`config.mk`:
```
export PLATFORM = sky130hd
export DESIGN_NAME = msg_bit_fifo
export DESIGN_NICKNAME = d
export VERILOG_FILES = /design/src/rtl/cwc_pkg.sv /design/src/rtl/msg_bit_fifo.sv
export SDC_FILE = /design/constraint.sdc
export NUM_CORES = 1
export LEC_CHECK = 0
export CAP_MARGIN = 10
export CORE_MARGIN = 2
export CORE_UTILIZATION = 57
export DETAILED_ROUTE_END_ITERATION = 16
export GPL_ROUTABILITY_DRIVEN = 0
export PLACE_DENSITY_LB_ADDON = 0.25
export SYNTH_ARGS = -nofsm -noshare
export SYNTH_HDL_FRONTEND = slang
export SYNTH_SLANG_ARGS = --single-unit
```
`constraint.sdc`:
```
create_clock -name clk -period 2.9 [get_ports clk]
set_input_delay 0.58 -clock clk [delete_from_list [all_inputs] [get_ports clk]]
set_output_delay 0.58 -clock clk [all_outputs]
set_load 0.05 [all_outputs]
```
`src/rtl/cwc_pkg.sv`:
```
// Shared constants for the constant-weight codeword (CWC) encoder path.
// Holds the default message-buffer geometry used by msg_bit_fifo and the
// encoder's codeword length/weight, which the bench and the top level share.
package cwc_pkg;

  // Default message word width and buffer depth for msg_bit_fifo.
  localparam int CWC_MSG_W     = 16;
  localparam int CWC_BUF_DEPTH = 4;

  // Encoder codeword length and weight (18-bit, weight-9 code).
  localparam int CWC_N = 18;
  localparam int CWC_T = 9;

endpackage : cwc_pkg

```
`src/rtl/msg_bit_fifo.sv`:
```
// msg_bit_fifo: word-in / bit-out feeder for the constant-weight encoder.
// Parallel message words are buffered in a small ring and served MSB-first,
// one bit per accepted read, with the bit registered on the edge that accepts
// the read.
//
// Ports:
//   clk        in   rising-edge clock
//   rst_b      in   asynchronous active-low reset
//   flush      in   synchronous clear of all buffered data (wins over rd/wr)
//   in_word    in   message word, bit MSG_W-1 sent first
//   in_valid   in   in_word is valid
//   in_ready   out  buffer can accept a word this cycle
//   readfifo   in   request the next bit
//   bin_msg    out  registered bit returned by the last accepted read
//   fifoempty  out  no unread bits remain
//   bits_avail out  count of unread bits
module msg_bit_fifo
  import cwc_pkg::*;
#(
  parameter int MSG_W = CWC_MSG_W,
  parameter int DEPTH = CWC_BUF_DEPTH
) (
  input  logic                               clk,
  input  logic                               rst_b,
  input  logic                               flush,
  input  logic [MSG_W-1:0]                   in_word,
  input  logic                               in_valid,
  output logic                               in_ready,
  input  logic                               readfifo,
  output logic                               bin_msg,
  output logic                               fifoempty,
  output logic [$clog2(DEPTH*MSG_W+1)-1:0]   bits_avail
);

  localparam int PTR_W = $clog2(DEPTH);
  localparam int CNT_W = $clog2(DEPTH + 1);
  localparam int IDX_W = $clog2(MSG_W);
  localparam int AV_W  = $clog2(DEPTH * MSG_W + 1);

  logic [MSG_W-1:0] mem_r [DEPTH];
  logic [PTR_W-1:0] wr_ptr_r;
  logic [PTR_W-1:0] rd_ptr_r;
  logic [CNT_W-1:0] wcount_r;
  logic [IDX_W-1:0] bit_idx_r;
  logic             bin_msg_r;

  logic             in_ready_s;
  logic             empty_s;
  logic             wr_en_s;
  logic             rd_en_s;
  logic             last_bit_s;
  logic             retire_s;
  logic [IDX_W-1:0] sel_idx_s;
  logic [MSG_W-1:0] head_word_s;
  logic             head_bit_s;
  logic [CNT_W-1:0] wcount_nxt_s;

  // Status derived only from registered state, so a full buffer refuses a
  // write even when a retire frees a slot in the same cycle.
  assign in_ready_s = (wcount_r != CNT_W'(DEPTH));
  assign empty_s    = (wcount_r == CNT_W'(0));

  assign in_ready   = in_ready_s;
  assign fifoempty  = empty_s;
  assign bin_msg    = bin_msg_r;
  assign bits_avail = AV_W'(wcount_r) * AV_W'(MSG_W) - AV_W'(bit_idx_r);

  // Handshake qualification and head-bit selection (MSB first).
  always_comb begin
    wr_en_s     = 1'b0;
    rd_en_s     = 1'b0;
    if (flush) begin
      wr_en_s = 1'b0;
      rd_en_s = 1'b0;
    end else begin
      wr_en_s = in_valid && in_ready_s;
      rd_en_s = readfifo && !empty_s;
    end
    last_bit_s  = (bit_idx_r == IDX_W'(MSG_W - 1));
    retire_s    = rd_en_s && last_bit_s;
    sel_idx_s   = IDX_W'(MSG_W - 1) - bit_idx_r;
    head_word_s = mem_r[rd_ptr_r];
    head_bit_s  = head_word_s[sel_idx_s];
  end

  // Word count: a write and a retire in the same cycle cancel out.
  always_comb begin
    wcount_nxt_s = wcount_r;
    case ({wr_en_s, retire_s})
      2'b10:   wcount_nxt_s = wcount_r + CNT_W'(1);
      2'b01:   wcount_nxt_s = wcount_r - CNT_W'(1);
      default: wcount_nxt_s = wcount_r;
    endcase
  end

  // Word storage; contents are never reset because unread state lives in
  // the pointers and count.
  always_ff @(posedge clk) begin
    if (wr_en_s) begin
      mem_r[wr_ptr_r] <= in_word;
    end
  end

  // Pointer, count, bit offset and output-bit registers.
  always_ff @(posedge clk or negedge rst_b) begin
    if (!rst_b) begin
      wr_ptr_r  <= PTR_W'(0);
      rd_ptr_r  <= PTR_W'(0);
      wcount_r  <= CNT_W'(0);
      bit_idx_r <= IDX_W'(0);
      bin_msg_r <= 1'b0;
    end else if (flush) begin
      wr_ptr_r  <= PTR_W'(0);
      rd_ptr_r  <= PTR_W'(0);
      wcount_r  <= CNT_W'(0);
      bit_idx_r <= IDX_W'(0);
      bin_msg_r <= 1'b0;
    end else begin
      wcount_r <= wcount_nxt_s;
      if (wr_en_s) begin
        wr_ptr_r <= wr_ptr_r + PTR_W'(1);
      end
      if (rd_en_s) begin
        bin_msg_r <= head_bit_s;
        if (last_bit_s) begin
          bit_idx_r <= IDX_W'(0);
          rd_ptr_r  <= rd_ptr_r + PTR_W'(1);
        end else begin
          bit_idx_r <= bit_idx_r + IDX_W'(1);
        end
      end
    end
  end

endmodule : msg_bit_fifo

```
# Word-level counts from Yosys, hierarchy flattened
# Memories as Yosys holds them, arrays and structs flattened.
# Index checks and enable logic that the tools add are counted.
# totals
ram_bits	64
register_bits	12
in_bits	21
out_inout_bits	10
memories	1
elab_cells	46
# memory_table
name	words	width	read_ports	rd_ports_with_merged_regs	wr	line	text
mem_r	4	16	1	0	1	msg_bit_fifo.sv:40	logic [MSG_W-1:0] mem_r [DEPTH];
# op_classes
n_eq_ne	4
order_cmp	1
muxes	18
reduce_logical	10
n_addsub	7
# ops
operator	count
4-bit 2-to-1 mux	3
2-bit 2-to-1 mux	5
1-bit 2-to-1 mux	7
7-bit by 4-bit subtractor with 7-bit output	1
3-bit case mux with 2 select lines	1
2-bit nonzero test	3
4-bit by 5-bit less-than comparator with 1-bit output (second input constant)	1
2-bit by 1-bit adder with 2-bit output (second input constant)	2
4-bit by 1-bit adder with 4-bit output (second input constant)	1
1-bit binary-select mux with 4-bit select	1
4-bit == test (second input constant)	1
4-bit subtractor (first input constant)	1
3-bit by 1-bit adder with 3-bit output (second input constant)	1
1-bit logical AND	3
3-bit zero test	1
3-bit 2-to-1 mux	1
3-bit != test (second input constant)	1
3-bit nonzero test	1
3-bit by 1-bit subtractor with 3-bit output (second input constant)	1
2-bit by 1-bit == test with 1-bit output (second input constant)	1
2-bit == test (second input constant)	1
2-bit AND reduction	1
1-bit zero test	1

# Longest topological paths before layout
# depth
ltp_word	8
ltp_mapped	10
ltp_nobuf	9

# Least setup slack after synthesis
# No wires, ideal clock.
# synth_path
path_type	register to output
from	register bit_idx_r[0]
to	output port bits_avail[6]
required_ns	2.320
stages_incl_launch_ff	7
path_slack_ns	0.463
t_arrival_ns	1.857
cell_sequence	dfrtp_1 -> clkbuf_8 -> inv_2 -> ha_1 -> nand2_1 -> nand2_1 -> xnor2_1
# synth_via
elab_chain_len	1
# synth_rtl
item	line	text
start: declaration	msg_bit_fifo.sv:44	logic [IDX_W-1:0] bit_idx_r;
start signal: assignment	msg_bit_fifo.sv:129	bit_idx_r <= bit_idx_r + IDX_W'(1);
7-bit by 4-bit subtractor with 7-bit output	msg_bit_fifo.sv:66	assign bits_avail = AV_W'(wcount_r) * AV_W'(MSG_W) - AV_W'(bit_idx_r);
end: declaration	msg_bit_fifo.sv:32	output logic [$clog2(DEPTH*MSG_W+1)-1:0] bits_avail
# No other way between the ends.

# Worst setup path after layout
# layout_path
from	register bit_idx_r[1]
to	output port bits_avail[1]
# Same word-level chain as after synthesis.

==> results.txt <==
----------------------------------------------------
[Timing]
  Slew Viols, Final ... 0
  RSZ-0062 raised after global routing ... no
  Fin crit period ... 2760 ps
  Final TNS setup ... 0 ps
  Final hold violation count ... 0
  Max Fclk ... 362 MHz
  Relative slew margins ... 52.4%
  Worst Skew ... 8.87 ps
  Worst path setup slack after routing ... 140 ps
  Fraction of the cycle the final worst path needs ... 95.2%
  Total of endpoints with negative setup slack in the final report ... 0
  Worst-Margin Slew ... 714 ps

[Power and ir drop]
  Total power density per cell area ... 620 nW/um^2
  Peak supply drop ... 0.357 mV
  Cell leakage power ... 1.39 nW
  Total power consumption of the routed design ... 2.45 mW

[Synthesis]
  Adder-cell area share of the yosys netlist ... 2.81%
  Synth cell types ... 42
  Cell area after synthesis ... 3380 sq um
  Cell types with the largest area share after synthesis ... sky130_fd_sc_hd__edfxtp_1, sky130_fd_sc_hd__dfrtp_1, sky130_fd_sc_hd__mux4_1
  Area fraction in compound gates after synthesis ... 4.41%
  Portion of netlist area occupied by mux cells ... 12.4%
  Number of synthesized flops with an enable pin ... 64
  Share of synthesized cell area in and, or, nand and nor gates ... 7.92%
  Biggest area consumer among synthesized cells ... sky130_fd_sc_hd__edfxtp_1
  Number of warnings printed during yosys synthesis ... 0
  Proportion of register bits with asynchronous set or reset after synthesis ... 15.8%
  Cells after synthesis ... 205
  Post-Synth XOR/XNOR Area ... 2.85%
  Net count after synthesis ... 233
  Area share of the largest cell type after synthesis ... 56.9%
  Combinational family with the most area after synthesis ... multiplexers
  Sequential share of the synthesized area ... 65.8%
  Mean Syn Cell Area ... 16.5 sq um
  Post-synthesis register bit count ... 76
  Most frequently used flop master after synthesis ... sky130_fd_sc_hd__edfxtp_1

[CTS]
  Post-cts sizing count ... 0
  Cell chosen for the clock root ... sky130_fd_sc_hd__clkbuf_8
  Buffer depth of the longest clock path ... 2
  CTS sink cnt ... 76
  Post-CTS setup-driven buffer insertion count ... 0
  CTS tree ... yes
  Skew-Pair Late Insertion Delay ... 340 ps
  Post-cts hold buffer count ... 0
  H-tree depth reported by CTS ... 3
  Clock transition at the register clock pins on the worst setup and hold paths after CTS ... 80 ps
  Number of buffers added by the clock tree synthesis step ... 9

[Global route]
  Remaining global-route overflow ... 0
  Number of antenna violations at the first check in global routing ... 0
  Largest net degree at the start of global routing ... 21
  Number of global-route vias before repair ... 1,807
  Global Route Usage Sum ... 19.9%
  Global-route wire length before repair ... 9.25 mm

[Floorplan]
  Die Footprint ... 6560 sq um
  Number of primary I/O pins ... 31
  Overall die width ... 81 microns
  Initial core utilization ... 58.1%
  Core box area ... 5820 sq um
  Die Y-Extent ... 81 microns
  Number of cell rows ... 28

[Route]
  Overall routed net length ... 5.70 mm
  WL per Instance ... 17.7 microns
  Number of iterations in the first detailed-routing pass ... 4
  Total number of vias ... 1,833
  Number of design-rule violations left by the first detailed-router iteration ... 123
  Routed Antenna Nets ... 0
  Mean number of vias per cell ... 5.69
  DRC violations left ... 0

[Layout]
  Ant. Diodes ... 0
  Commonest cells after routing, fill and taps aside ... sky130_fd_sc_hd__edfxtp_1, sky130_fd_sc_hd__clkdlybuf4s50_1, sky130_fd_sc_hd__nor2_1, sky130_fd_sc_hd__nand2_1, sky130_fd_sc_hd__dfrtp_1
  Commonest non-fill, non-tap cell in the layout ... sky130_fd_sc_hd__edfxtp_1
  Total number of nets in the final design ... 270
  Ratio of cells with drive above 1 in the final layout ... 14.2%
  Post-synthesis to final-layout area growth ... 16.7%
  Utilization of the core after routing ... 67.8%
  Finished Cell Area ... 3940 sq um

[Place]
  Pre-CTS setup slack ... 481 ps
  HPWL after detailed placement ... 3.77 mm
  Quantity of I/O buffers inserted on ports ... 30
  Placed Instance Area ... 3700 sq um

[Worst setup path]
  Crit path max fanout ... 11
  Crit. End Element ... output pin
  Data required time of the worst path ... 2320 ps
  Slack of the worst reg-to-reg path ... 650 ps
  Startpoint Class ... flop
  Arrival time of the worst setup path ... 2180 ps
  Type of the setup path with the least slack ... reg -> out

[Run]
  Max-capacitance violation count ... 0

[Run status]
  Outcome ... finished, final reports clean

[Min path]
  Path category of the worst min-delay check ... reg -> reg

----------------------------------------------------
cell families after synthesis:
group / after synthesis
fa+ha+maj: 7
mux: 21
xor+xnor: 11
compound gates: 17
buf+inv: 16
simple gates: 57
flops: 76
synthesized netlist by cell type, types with 2 or more instances:
cell type and number:
sky130_fd_sc_hd__xor2_1 6, sky130_fd_sc_hd__mux4_2 5, sky130_fd_sc_hd__and3_1 2, sky130_fd_sc_hd__and2_1 4
sky130_fd_sc_hd__mux4_1 9, sky130_fd_sc_hd__nor3_1 2, sky130_fd_sc_hd__nand3_1 10, sky130_fd_sc_hd__a31oi_1 3
sky130_fd_sc_hd__inv_1 4, sky130_fd_sc_hd__ha_1 6, sky130_fd_sc_hd__edfxtp_1 64, sky130_fd_sc_hd__mux2i_1 7
sky130_fd_sc_hd__dfrtp_1 12, sky130_fd_sc_hd__buf_4 2, sky130_fd_sc_hd__nor2_1 17, sky130_fd_sc_hd__xnor2_1 5
sky130_fd_sc_hd__nand2_1 15, sky130_fd_sc_hd__clkbuf_8 2, sky130_fd_sc_hd__clkbuf_1 2, sky130_fd_sc_hd__buf_6 3
sky130_fd_sc_hd__a21oi_1 4
cell type report:
cell class	count	area (sq um)
timing repair buffer	37	343
clock buffer	10	128
sequential	76	2220
tap	75	93.8
multi-input combinational	113	1030
clock inverter	6	111
fill	431	1870
inverter	5	18.8
power by group:
part	switching, mW	internal, mW	total (mW)
Clock	0.372	0.574	0.946
Combinational	0.158	0.101	0.260
Sequential	0.0214	1.22	1.24
Total	0.552	1.89	2.45
worst paths after layout:
kind | depth (start not counted) | start | end
min in group asynchronous | 1 | rst_b | bin_msg
setup reg to reg | 8 | wcount_r[0] | wcount_r[2]
max in group asynchronous | 1 | rst_b | bit_idx_r[0]
hold reg to reg | 2 | bin_msg | bin_msg
hold / removal | 2 | bin_msg | bin_msg
setup / recovery | 3 | bit_idx_r[1] | bits_avail[1]
metal layers:
metal / vias up / part of all wire (%) / GRT usage [%]
met4: 0 / 1.6 / 9.66
met3: 10 / 4.3 / 4.56
met5: - / 0 / 0
met2: 43 / 50 / 31.9
li1: 866 / - / -
met1: 914 / 44 / 25.9
through the flow:
step                cells  hold slack, ps
finish                322             557
global route          322             581
CTS                   322             564
detailed placement    306             533
global placement      306             524
floorplan             205             284
registers in the layout (all words and copies together), names as in the netlist:
register   cells
mem_r         64
bit_idx_r      4
wcount_r       3
rd_ptr_r       2
wr_ptr_r       2
bin_msg        1
worst max-delay path: stages (launching register included):
cell and delay [ps]:
sky130_fd_sc_hd__dfrtp_1 530, sky130_fd_sc_hd__inv_1 170, sky130_fd_sc_hd__ha_1 340, sky130_fd_sc_hd__clkdlybuf4s50_1 800
Note: power is estimated with default switching activity, not from simulation.
